File: src/rtl/riscv_mc_pkg.sv
// riscv_mc_pkg: shared types, opcodes and immediate generation for the multi-cycle RV32I core
package riscv_mc_pkg;
   typedef enum logic [2:0] {FETCH, DECODE, EXEC, MEM, WB, HALT} state_t;
   typedef enum logic [2:0] {ALU_ADD, ALU_SUB, ALU_AND, ALU_OR, ALU_SLT, ALU_PASSB} alu_op_t;
   typedef enum logic [2:0] {IMM_I, IMM_S, IMM_B, IMM_U, IMM_J} imm_t;
   localparam logic [6:0] OP     = 7'b0110011;
   localparam logic [6:0] OP_IMM = 7'b0010011;
   localparam logic [6:0] LOAD   = 7'b0000011;
   localparam logic [6:0] STORE  = 7'b0100011;
   localparam logic [6:0] BRANCH = 7'b1100011;
   localparam logic [6:0] JAL    = 7'b1101111;
   localparam logic [6:0] LUI    = 7'b0110111;
   localparam logic [31:0] NOP   = 32'h0000_0013;
   typedef struct packed {
      alu_op_t alu_op;
      imm_t    imm_type;
      logic    src_imm;
      logic    is_load;
      logic    is_store;
      logic    is_branch;
      logic    is_jal;
      logic    reg_write;
      logic    illegal;
   } ctrl_t;
   function automatic logic [31:0] imm_gen(input logic [31:0] ir, input imm_t t);
      return t == IMM_S ? {{20{ir[31]}}, ir[31:25], ir[11:7]} :
             t == IMM_B ? {{19{ir[31]}}, ir[31], ir[7], ir[30:25], ir[11:8], 1'b0} :
             t == IMM_U ? {ir[31:12], 12'b0} :
             t == IMM_J ? {{11{ir[31]}}, ir[31], ir[19:12], ir[20], ir[30:21], 1'b0} :
                          {{20{ir[31]}}, ir[31:20]};
   endfunction
endpackage

File: src/rtl/riscv_mc_mem_if.sv
// riscv_mc_mem_if: unified instruction/data memory port with req/ready handshake
interface riscv_mc_mem_if #(parameter int ADDR_W = 32);
   logic              req;
   logic              we;
   logic              ready;
   logic [ADDR_W-1:0] addr;
   logic [31:0]       wdata;
   logic [31:0]       rdata;
   modport master (output req, we, addr, wdata, input rdata, ready);
   modport slave  (input req, we, addr, wdata, output rdata, ready);
endinterface

File: src/rtl/riscv_mc_decoder.sv
// riscv_mc_decoder: combinational IR decode into control fields, flags illegal encodings and register indices
module riscv_mc_decoder import riscv_mc_pkg::*; #(
   parameter int NUM_REGS = 32
) (
   input  logic [31:0] ir,
   output ctrl_t       ctrl
);
   logic [2:0] f3;
   logic [6:0] f7;
   logic       rs1_ok, rs2_ok, rd_ok, f3_alu;
   alu_op_t    f3_op;
   assign f3     = ir[14:12];
   assign f7     = ir[31:25];
   assign rd_ok  = int'(ir[11:7]) < NUM_REGS;
   assign rs1_ok = int'(ir[19:15]) < NUM_REGS;
   assign rs2_ok = int'(ir[24:20]) < NUM_REGS;
   assign f3_alu = f3 inside {3'b000, 3'b010, 3'b110, 3'b111};
   assign f3_op  = f3 == 3'b111 ? ALU_AND : f3 == 3'b110 ? ALU_OR : f3 == 3'b010 ? ALU_SLT : ALU_ADD;
   // only the register fields an instruction actually uses are range-checked
   always_comb begin
      ctrl = '0;
      ctrl.illegal = 1'b1;
      case (ir[6:0])
         OP: begin
            ctrl.alu_op    = f7[5] ? ALU_SUB : f3_op;
            ctrl.reg_write = 1'b1;
            ctrl.illegal   = !((f7 == 7'b0000000 && f3_alu) || (f7 == 7'b0100000 && f3 == 3'b000)) ||
                             !(rs1_ok && rs2_ok && rd_ok);
         end
         OP_IMM: begin
            ctrl.alu_op    = f3_op;
            ctrl.src_imm   = 1'b1;
            ctrl.reg_write = 1'b1;
            ctrl.illegal   = !f3_alu || !(rs1_ok && rd_ok);
         end
         LOAD: begin
            ctrl.is_load   = 1'b1;
            ctrl.src_imm   = 1'b1;
            ctrl.reg_write = 1'b1;
            ctrl.illegal   = f3 != 3'b010 || !(rs1_ok && rd_ok);
         end
         STORE: begin
            ctrl.is_store = 1'b1;
            ctrl.src_imm  = 1'b1;
            ctrl.imm_type = IMM_S;
            ctrl.illegal  = f3 != 3'b010 || !(rs1_ok && rs2_ok);
         end
         BRANCH: begin
            ctrl.is_branch = 1'b1;
            ctrl.imm_type  = IMM_B;
            ctrl.illegal   = f3[2:1] != 2'b00 || !(rs1_ok && rs2_ok);
         end
         JAL: begin
            ctrl.is_jal    = 1'b1;
            ctrl.imm_type  = IMM_J;
            ctrl.reg_write = 1'b1;
            ctrl.illegal   = !rd_ok;
         end
         LUI: begin
            ctrl.alu_op    = ALU_PASSB;
            ctrl.src_imm   = 1'b1;
            ctrl.imm_type  = IMM_U;
            ctrl.reg_write = 1'b1;
            ctrl.illegal   = !rd_ok;
         end
         default: ;
      endcase
   end
endmodule

File: src/rtl/riscv_multicycle_core.sv
// riscv_multicycle_core: multi-cycle RV32I-subset core on a shared stallable memory port
// Optional performance counters under RISCV_MC_PERF_COUNTERS_EN.
module riscv_multicycle_core import riscv_mc_pkg::*; #(
   parameter int                ADDR_W   = 32,
   parameter logic [ADDR_W-1:0] RESET_PC = '0,
   parameter int                NUM_REGS = 32
) (
   input  logic              clk,
   input  logic              reset,
   riscv_mc_mem_if.master    mem,
   output logic              retire,
   output logic              halted,
   output logic [ADDR_W-1:0] pc_dbg
`ifdef RISCV_MC_PERF_COUNTERS_EN
   ,
   output logic [63:0]       cycle_cnt,
   output logic [63:0]       instret_cnt,
   output logic [31:0]       stall_cnt
`endif
);
   state_t            state, state_nx;
   ctrl_t             ctrl;
   logic [31:0]       ir, a, b, alu_out, imm, src_b, alu_y;
   logic [31:0]       regs [32];
   logic [ADDR_W-1:0] pc, pc_plus4, pc_target;
   logic              taken;
   riscv_mc_decoder #(.NUM_REGS(NUM_REGS)) u_dec (.ir(ir), .ctrl(ctrl));
   assign imm       = imm_gen(ir, ctrl.imm_type);
   assign src_b     = ctrl.src_imm ? imm : b;
   assign pc_plus4  = pc + ADDR_W'(4);
   assign pc_target = pc + imm[ADDR_W-1:0];
   assign taken     = ir[12] ? a != b : a == b;
   assign pc_dbg    = pc;
   assign alu_y = ctrl.alu_op == ALU_SUB   ? a - src_b :
                  ctrl.alu_op == ALU_AND   ? a & src_b :
                  ctrl.alu_op == ALU_OR    ? a | src_b :
                  ctrl.alu_op == ALU_SLT   ? {31'b0, $signed(a) < $signed(src_b)} :
                  ctrl.alu_op == ALU_PASSB ? src_b : a + src_b;
   always_comb begin
      state_nx  = state;
      mem.req   = !reset && (state == FETCH || state == MEM);
      mem.we    = state == MEM && ctrl.is_store;
      mem.addr  = (state == MEM ? alu_out[ADDR_W-1:0] : pc) & ~ADDR_W'(3);
      mem.wdata = b;
      retire    = !reset && (state == WB || (state == EXEC && ctrl.is_branch) ||
                             (state == MEM && ctrl.is_store && mem.ready));
      halted    = state == HALT;
      case (state)
         FETCH:   state_nx = mem.ready ? DECODE : FETCH;
         DECODE:  state_nx = ctrl.illegal ? HALT : EXEC;
         EXEC:    state_nx = ctrl.is_branch ? FETCH :
                             !(ctrl.is_load || ctrl.is_store) ? WB :
                             alu_y[1:0] != 2'b00 ? HALT : MEM;
         MEM:     state_nx = !mem.ready ? MEM : ctrl.is_store ? FETCH : WB;
         WB:      state_nx = FETCH;
         default: state_nx = HALT;
      endcase
   end
   // load data reuses alu_out so WB always writes the same register
   always_ff @(posedge clk) begin
      if (reset) begin
         state   <= FETCH;
         pc      <= RESET_PC;
         ir      <= NOP;
         a       <= '0;
         b       <= '0;
         alu_out <= '0;
         for (int i = 0; i < 32; i++) regs[i] <= '0;
      end else begin
         state <= state_nx;
         if (state == FETCH && mem.ready) ir <= mem.rdata;
         if (state == DECODE) begin
            a <= regs[ir[19:15]];
            b <= regs[ir[24:20]];
         end
         if (state == EXEC) alu_out <= ctrl.is_jal ? 32'(pc_plus4) : alu_y;
         if (state == MEM && mem.ready && !ctrl.is_store) alu_out <= mem.rdata;
         if (state == EXEC && (ctrl.is_branch || ctrl.is_jal)) pc <= (ctrl.is_jal || taken) ? pc_target : pc_plus4;
         else if (retire && !ctrl.is_jal) pc <= pc_plus4;
         if (state == WB && ctrl.reg_write && ir[11:7] != 5'd0) regs[ir[11:7]] <= alu_out;
      end
   end
`ifdef RISCV_MC_PERF_COUNTERS_EN
   always_ff @(posedge clk) begin
      if (reset) begin
         cycle_cnt   <= '0;
         instret_cnt <= '0;
         stall_cnt   <= '0;
      end else begin
         if (state != HALT) cycle_cnt <= cycle_cnt + 64'd1;
         if (retire) instret_cnt <= instret_cnt + 64'd1;
         if (mem.req && !mem.ready) stall_cnt <= stall_cnt + 32'd1;
      end
   end
`endif
endmodule

File: src/flat_wrapper.sv
// flat-port wrapper written by rule: the top's interface ports become plain ports
module riscv_multicycle_core_flat import riscv_mc_pkg::*;
#(
   parameter int                ADDR_W   = 32,
   parameter logic [ADDR_W-1:0] RESET_PC = '0,
   parameter int                NUM_REGS = 32
)
  (clk, reset, retire, halted, pc_dbg, mem_req, mem_we, mem_addr, mem_wdata, mem_rdata, mem_ready);
  riscv_mc_mem_if #(.ADDR_W(ADDR_W)) mem_i ();
  input  logic clk;
  input  logic reset;
  output logic retire;
  output logic halted;
  output logic [ADDR_W-1:0] pc_dbg;
  output wire logic [$bits(mem_i.req)-1:0] mem_req;
  output wire logic [$bits(mem_i.we)-1:0] mem_we;
  output wire logic [$bits(mem_i.addr)-1:0] mem_addr;
  output wire logic [$bits(mem_i.wdata)-1:0] mem_wdata;
  input wire logic [$bits(mem_i.rdata)-1:0] mem_rdata;
  input wire logic [$bits(mem_i.ready)-1:0] mem_ready;
  assign mem_req = mem_i.req;
  assign mem_we = mem_i.we;
  assign mem_addr = mem_i.addr;
  assign mem_wdata = mem_i.wdata;
  assign mem_i.rdata = mem_rdata;
  assign mem_i.ready = mem_ready;
  riscv_multicycle_core #(.ADDR_W(ADDR_W), .RESET_PC(RESET_PC), .NUM_REGS(NUM_REGS)) u_core (.clk(clk), .reset(reset), .mem(mem_i), .retire(retire), .halted(halted), .pc_dbg(pc_dbg));
endmodule
File: config.mk
export PLATFORM = sky130hd
export DESIGN_NAME = riscv_multicycle_core_flat
export DESIGN_NICKNAME = d
export VERILOG_FILES = /design/src/rtl/riscv_mc_pkg.sv /design/src/rtl/riscv_mc_mem_if.sv /design/src/rtl/riscv_mc_decoder.sv /design/src/rtl/riscv_multicycle_core.sv /design/src/flat_wrapper.sv
export SDC_FILE = /design/constraint.sdc
export NUM_CORES = 2
export LEC_CHECK = 0
export BUFFER_PORTS_ARGS = -buffer_cell sky130_fd_sc_hd__buf_2
export CAP_MARGIN = 10
export CORE_MARGIN = 1.5
export CORE_UTILIZATION = 45
export DETAILED_ROUTE_END_ITERATION = 16
export PLACE_DENSITY = 0.67
export SYNTH_ARGS = -nofsm -noshare
export SYNTH_HDL_FRONTEND = slang
export SYNTH_SLANG_ARGS = --single-unit
File: constraint.sdc
create_clock -name clk -period 7.8 [get_ports clk]
set_input_delay 0.78 -clock clk [delete_from_list [all_inputs] [get_ports clk]]
set_output_delay 0.78 -clock clk [all_outputs]
set_load 0.005 [all_outputs]
### Yosys cells after proc, flatten, opt, wreduce, memory -nomap -nowiden

Memories as Yosys holds them, arrays and structs flattened. A register that Yosys moved wholly into a read port is not among the register bits.
Cells that the tools add are included.

* register bits: 99
* RAM bits: 1024
* input bits: 35
* word-level logic and storage cells: 127
* memories: 1

* add/sub/neg operators: 4
* order comparisons: 1
* equal/unequal tests: 28
* multiplexer cells: 47
* bitwise gates (word level): 2
* reductions and logical operators: 40

Memories
* u_core.regs: depth 32, bits a word 32, rd ports 2, clocked after Yosys merged registers in 2, wr ports 32, RTL line riscv_multicycle_core.sv:24 `logic [31:0] regs [32];`

Operators by type and width (count)
* 32-bit two-way mux: 14
* 31-bit two-way mux: 3
* 32-bit adder: 2
* 32-bit by 3-bit adder with 32-bit output, second input constant: 1
* 32-bit AND: 1
* 32-bit == test: 1
* 32-bit less-than comparator: 1
* 32-bit != test: 1
* 32-bit OR: 1
* 32-bit OR reduction: 1
* 32-bit subtractor: 1
* 3-bit two-way mux: 10
* 7-bit by 6-bit == test with 1-bit output, second input constant: 4
* 3-bit by 2-bit == test with 1-bit output, second input constant: 7
* 3-bit == test, second input constant: 7
* 20-bit two-way mux: 1
* 3-bit case mux with 5 select lines: 1
* 7-bit == test, second input constant: 2
* 1-bit logical AND: 14
* 1-bit two-way mux: 14
* 3-bit case mux with 4 select lines: 1
* 3-bit by 1-bit == test with 1-bit output, second input constant: 3
* 3-bit case mux with 3 select lines: 1
* 2-bit nonzero test: 4
* 14 further kinds: 26

### Logic depth before layout (Yosys ltp)

* depth after elaboration: 19
* mapped depth: 23
* depth with buffers taken out: 20

### Hierarchy

Synthesis repeated with hierarchy kept, for this count alone.

* cells, all modules: 5329
* area total of the unflattened synthesis: 69472.9 µm²

By module, submodules not included
* riscv_multicycle_core: times used 1, cells an instance 5277, area an instance 69126.3 µm², sequential area each 34012.6 µm²
* riscv_mc_decoder: times used 1, cells an instance 52, area an instance 346.6 µm², sequential area each 0.0 µm²

### Worst setup path before layout

OpenSTA, ideal clock, no wires.

* path kind: register -> register
* start point: reg u_core.ir[4]
* end point: reg u_core.alu_out[25]
* setup time: 134 ps
* arrival time: 4678 ps
* path slack: 2988 ps
* cell stages (with the launch flop): 20
* buffers on the path: 4
* period minus slack after synthesis: 4812 ps
* path through: dfxtp_1 buf_2 or3b_1 nor3_1 clkbuf_1 buf_1 nor3_1 a21o_1 inv_1 ha_1 buf_2 or4_1 a31o_2 o21ai_1 nand4b_1 a31oi_1 o2bb2ai_1 mux2_2 a21oi_1 o22ai_1

* cells in the longest elaborated chain, start to end: 17

RTL lines
* start, declared: RTL line riscv_multicycle_core.sv:23 `logic [31:0] ir, a, b, alu_out, imm, src_b, alu_y;`
* start signal, assigned: RTL line riscv_multicycle_core.sv:71 `if (state == FETCH && mem.ready) ir <= mem.rdata;`
* 7-bit by 6-bit == test with 1-bit output or 7-bit == test (tied branches): RTL line riscv_mc_decoder.sv:23 `case (ir[6:0])`
* 3-bit case mux with 4 select lines: RTL line riscv_mc_decoder.sv:23
* 3-bit == test: RTL line riscv_mc_pkg.sv:29 `t == IMM_J ? {{11{ir[31]}}, ir[31], ir[19:12], ir[20], ir[30:21], 1'b0} :`
* 20-bit two-way mux: RTL line riscv_mc_pkg.sv:29
* 31-bit two-way mux: RTL line riscv_mc_pkg.sv:28 `t == IMM_U ? {ir[31:12], 12'b0} :`
* 31-bit two-way mux: RTL line riscv_mc_pkg.sv:27 `t == IMM_B ? {{19{ir[31]}}, ir[31], ir[7], ir[30:25], ir[11:8], 1'b0} :`
* 31-bit two-way mux: RTL line riscv_mc_pkg.sv:26 `return t == IMM_S ? {{20{ir[31]}}, ir[31:25], ir[11:7]} :`
* 32-bit two-way mux: RTL line riscv_multicycle_core.sv:29 `assign src_b = ctrl.src_imm ? imm : b;`
* 32-bit adder: RTL line riscv_multicycle_core.sv:38 `ctrl.alu_op == ALU_PASSB ? src_b : a + src_b;`
* 32-bit two-way mux: RTL line riscv_multicycle_core.sv:38
* 32-bit two-way mux: RTL line riscv_multicycle_core.sv:37 `ctrl.alu_op == ALU_SLT ? {31'b0, $signed(a) < $signed(src_b)} :`
* 32-bit two-way mux: RTL line riscv_multicycle_core.sv:36 `ctrl.alu_op == ALU_OR ? a | src_b :`
* 32-bit two-way mux: RTL line riscv_multicycle_core.sv:35 `ctrl.alu_op == ALU_AND ? a & src_b :`
* 32-bit two-way mux: RTL line riscv_multicycle_core.sv:34 `assign alu_y = ctrl.alu_op == ALU_SUB ? a - src_b :`
* 32-bit two-way mux (2 in series): RTL line riscv_multicycle_core.sv:76 `if (state == EXEC) alu_out <= ctrl.is_jal ? 32'(pc_plus4) : alu_y;`
* 32-bit two-way mux: RTL line riscv_multicycle_core.sv:77 `if (state == MEM && mem.ready && !ctrl.is_store) alu_out <= mem.rdata;`
* end signal, assigned: RTL line riscv_multicycle_core.sv:76
* end signal, assigned: RTL line riscv_multicycle_core.sv:77
* end, declared: RTL line riscv_multicycle_core.sv:23

Parallel ways exist; a longest one is shown, timed or not. The select of a mux whose other input is x is not followed.
A chain may end at the register's enable or synchronous reset.

### Worst setup path after layout

* start point: reg u_core.ir[4]
* end point: reg u_core.state[2]

* cells in the longest elaborated chain, start to end: 19

RTL lines
* 7-bit by 6-bit == test with 1-bit output or 7-bit == test (tied branches): RTL line riscv_mc_decoder.sv:23
* 3-bit case mux with 4 select lines: RTL line riscv_mc_decoder.sv:23
* 3-bit == test: RTL line riscv_mc_pkg.sv:29
* 20-bit two-way mux: RTL line riscv_mc_pkg.sv:29
* 31-bit two-way mux: RTL line riscv_mc_pkg.sv:28
* 31-bit two-way mux: RTL line riscv_mc_pkg.sv:27
* 31-bit two-way mux: RTL line riscv_mc_pkg.sv:26
* 32-bit two-way mux: RTL line riscv_multicycle_core.sv:29
* [... 3 more ...]
* 32-bit two-way mux: RTL line riscv_multicycle_core.sv:36
* 32-bit two-way mux: RTL line riscv_multicycle_core.sv:35
* 32-bit two-way mux: RTL line riscv_multicycle_core.sv:34
* 2-bit nonzero test: RTL line riscv_multicycle_core.sv:53 `alu_y[1:0] != 2'b00 ? HALT : MEM;`
* 3-bit two-way mux: RTL line riscv_multicycle_core.sv:53
* 3-bit two-way mux: RTL line riscv_multicycle_core.sv:52 `!(ctrl.is_load || ctrl.is_store) ? WB :`
* 3-bit two-way mux: RTL line riscv_multicycle_core.sv:51 `EXEC: state_nx = ctrl.is_branch ? FETCH :`
* 3-bit case mux with 5 select lines (*): RTL line riscv_multicycle_core.sv:48 `case (state)`
* end signal, assigned: RTL line riscv_multicycle_core.sv:70 `state <= state_nx;`
* end, declared: RTL line riscv_multicycle_core.sv:21 `state_t state, state_nx;`

Every way passes the cells marked *; elsewhere a longest branch is shown, timed or not.

==> impl_results.md <==
* Status: finished, final reports clean
* Hold WS at 267.0 ps
* Final Max Tran Viols at 0
* Initial antenna violation count at 15
* Distinct cell type count after synthesis at 90
* Met2 WL post-DR at 113500 µm
* Nets@finish at 5416
* Starting Density at 0.4538
* Reg power frac at 0.366
* Cts repair resizes at 0
* CTS H-tree depth at 4
* Psw at 8.177 mW
* Full die area at 155900 µm²
* Sw Share at 0.3742
* Ratio of final minimum period to clock period at 0.7476
* VDD IR-drop max at 0.2160 mV
* Met3 routed WL at 28200 µm
* Largest net degree at the start of global routing at 124
* Synth Area in XOR/XNOR at 0.01673
* Seq/Total Area, Yosys at 0.4923
* Top Layer Used: met5
* Relative slew margins at 0.1102
* Post-synth EDFFs at 1024
* Worst EP required at 8420 ps
* Cell Area, Placed at 71870 µm²
* Cts hold-fix bufs at 0
* Reg2reg start: u_core.ir[4]$_SDFFE_PP1P_
* Share of cells above drive strength 1 at 0.2252
* Crit path launch type: flop
* Syn Inst Count at 5324
* Vias/cell at 6.531
* Hold WC Path Type: in2reg
* Dpl cells at 7142
* Fin crit period at 5831 ps
* Filler Cell Count at 12950
* Sinks on Clock Net at 1187
* Post-synthesis compound-gate area fraction at 0.06528
* First-pass GRT wire length at 345900 µm
* Setup Fix Bufs, Post-CTS at 0
* Synthesized flop and latch total at 1187
* Post-Synth Adder-Cell Area at 0.02405
* Min-Delay Startpoint: mem_rdata[23]
* Vias in the first global route at 46560
* Tightest Pin Transition at 1330 ps
* RSZ-0062 raised after global routing: no
* Worst reg2reg path depth at 18
* Reg2Reg Setup Slack at 1970 ps
* Crit path DAT at 6450 ps
* Hold depth at 3
* IO buf count at 132
* Pre-CTS setup slack at 2160 ps
* Core Box Area at 152300 µm²
* Finished Layout Cells at 7389
* First-pass DRT Iterations at 7
* Register area at 34070 µm²
* Clock Latency Late Sink at 790 ps
* Setup violators final at 0
* Metal-1 WL at 90800 µm
* WL per Instance at 33.31 µm
* Post-synthesis simple-gate area fraction at 0.1470
* CTS Buf Count at 134
* Clock buffer depth at 3
* GR Overflow Total at 0
* ANT nets after route at 0
* Total track usage at 0.3116
* Clk pwr share at 0.286
* Area grow syn2layout at 10.26%
* Footprint of the multi-input gates at 33140 µm²
* Reg clk slew, reported paths at 70 ps
* Mux cell area share after synthesis at 0.2205
* Main synth FF type: edfxtp_1
* Leak at 27.09 nW
* Crit Path Category: reg2reg
* Mean post-synth cell area at 12.98 µm²
* Std cell rows at 143
* Die X at 394.8 µm
* Int Pwr at 13.67 mW
* Residual DRC at 0
* Warning count from the yosys run at 0
* Gp weighted congestion at 0.9891
* Fmax at 0.1715 GHz
* Initial drt markers at 6838
* Post-route cell area at 76190 µm²
* Worst setup EP type: flop
* Power Total at 21.85 mW
* Asr flop ratio synth at 0
* Hold Fails Final Rpt at 0
* Number of max-cap violations at 0
* Die height at 394.8 µm
* Largest family of logic cells by synthesized area: multiplexers
* Clk root buf: clkbuf_16
* Post-layout util at 0.5004
* WHS Endpoint: u_core.ir[23]$_SDFFE_PP0P_
* Power density cells at 286.8 nW/µm²
* Detailed Place HPWL at 161900 µm
* Max Fanout on Critical Path at 35
* Worst setup margin at 1969 ps
* Setup TNS at 0 ps
* WL final at 246200 µm
* Worst Skew at 67.65 ps
* CTS tree: yes
* Combinational cell fraction of total power at 0.348
* Reg-to-reg endpoint: u_core.state[2]$_SDFF_PP0_
* Via Count at 48260
* I/O pins at 135
* Post-Syn Area at 69100 µm²
-- sequential cells by signal, indices dropped and copies added (netlist names) --
register,count
u_core.regs,1024
u_core.a,32
u_core.alu_out,32
u_core.ir,32
u_core.mem.wdata,32
u_core.pc_dbg,32
u_core.state,3
-- cells in the mapped netlist (all sizes together), types with 17 or more instances --
master  instances  area [µm²]
a211oi         95       713.2
a21o           27       202.7
a21oi         217        1086
a221oi         22       192.7
a22oi          19       142.6
a31oi          31       193.9
and2         1000        6256
and3           41       256.5
buf            69       284.0
clkbuf        431        1619
dfxtp         163        3263
edfxtp       1024       30750
ha            128        1602
inv           120       450.4
mux2i          80       800.8
mux4          640       14410
nand2         285        1072
nand2b         25       156.4
nand3          47       235.2
nand3b         20       150.1
nor2          259       974.7
nor2b          19       118.9
nor3           45       230.2
nor4           21       161.4
o21a           18       135.1
o21ai         106       530.5
o21bai         17       127.6
o22ai          26       168.9
or2            32       200.2
xnor2          68       595.6
xor2           64       560.5
-- cell usage in the layout (no fill, tap or decap), drive strengths merged, types with 106 or more instances in the layout --
master,netlist,final
edfxtp,1024,1024
clkbuf,431,185
ha,128,128
buf,69,257
a21oi,217,217
and2,1000,1000
mux4,640,640
o21ai,106,106
nand2,285,285
dfxtp,163,163
nor2,259,259
inv,120,127
-- worst max-delay path: stages (launching register included) --
cell and delay, ps:
dfxtp_1 480, or3b_1 460, nor2_2 280, o21ai_0 190, nand2_1 200, buf_4 480
nand2_1 120, nand2_1 110, inv_1 60, ha_1 470, or4_1 600, a21oi_1 170
o22ai_2 140, a31oi_1 630, a21oi_1 320, o221ai_1 440, nor2_1 150, nor3_1 250
o32ai_1 110
-- power groups by stage --
stage / sequential, mW / combinational, mW / clock, mW
floorplan: 7.60 / 5.19 / 0
global placement: 8.07 / 7.40 / 0
detailed placement: 8.10 / 7.38 / 0
CTS: 7.96 / 7.41 / 6.28
global route: 8.01 / 7.99 / 6.51
finish: 8.00 / 7.60 / 6.25
-- layer usage --
layer | GRT usage | up-vias
met5 | 0 | -
met4 | 0.1479 | 8
met3 | 0.08113 | 618
met2 | 0.4844 | 3092
met1 | 0.4080 | 24650
li1 | - | 19890
-- cell families (layout without fill, tap and decap cells) --
family,count (synthesis),in the layout
buffers and inverters,621,619
AND/OR/NAND/NOR,1838,1838
multiplexers,722,722
other,1,38
AO/OA/AOI/OAI,692,692
XOR/XNOR,132,132
flip-flops,1187,1187
adder cells (fa/ha/maj),131,131
-- worst max-delay path by stage --
stage	slack, ps	depth (start not counted)	to	startpoint
6_report	1970	18	u_core.state[2]$_SDFF_PP0_	u_core.ir[4]$_SDFFE_PP1P_
5_1_grt	1630	19	u_core.alu_out[27]$_SDFFE_PP0P_	u_core.ir[4]$_SDFFE_PP1P_
4_1_cts	2140	18	u_core.state[2]$_SDFF_PP0_	u_core.ir[4]$_SDFFE_PP1P_
3_5_place_dp	2160	18	u_core.state[2]$_SDFF_PP0_	u_core.ir[4]$_SDFFE_PP1P_
3_3_place_gp	2260	17	u_core.alu_out[25]$_SDFFE_PP0P_	u_core.ir[4]$_SDFFE_PP1P_
2_1_floorplan	2990	19	u_core.alu_out[25]$_SDFFE_PP0P_	u_core.ir[4]$_SDFFE_PP1P_
-- cell type report --
cell class                 count  share of cell area
inverter                     121            0.005961
multi-input combinational   3549              0.4349
tap                         2030             0.03334
antenna                        4           0.0001314
clock inverter                56            0.007390
sequential                  1187              0.4472
timing repair buffer         257             0.02237
clock buffer                 185             0.04871
Power figures use the tool's default switching activity.
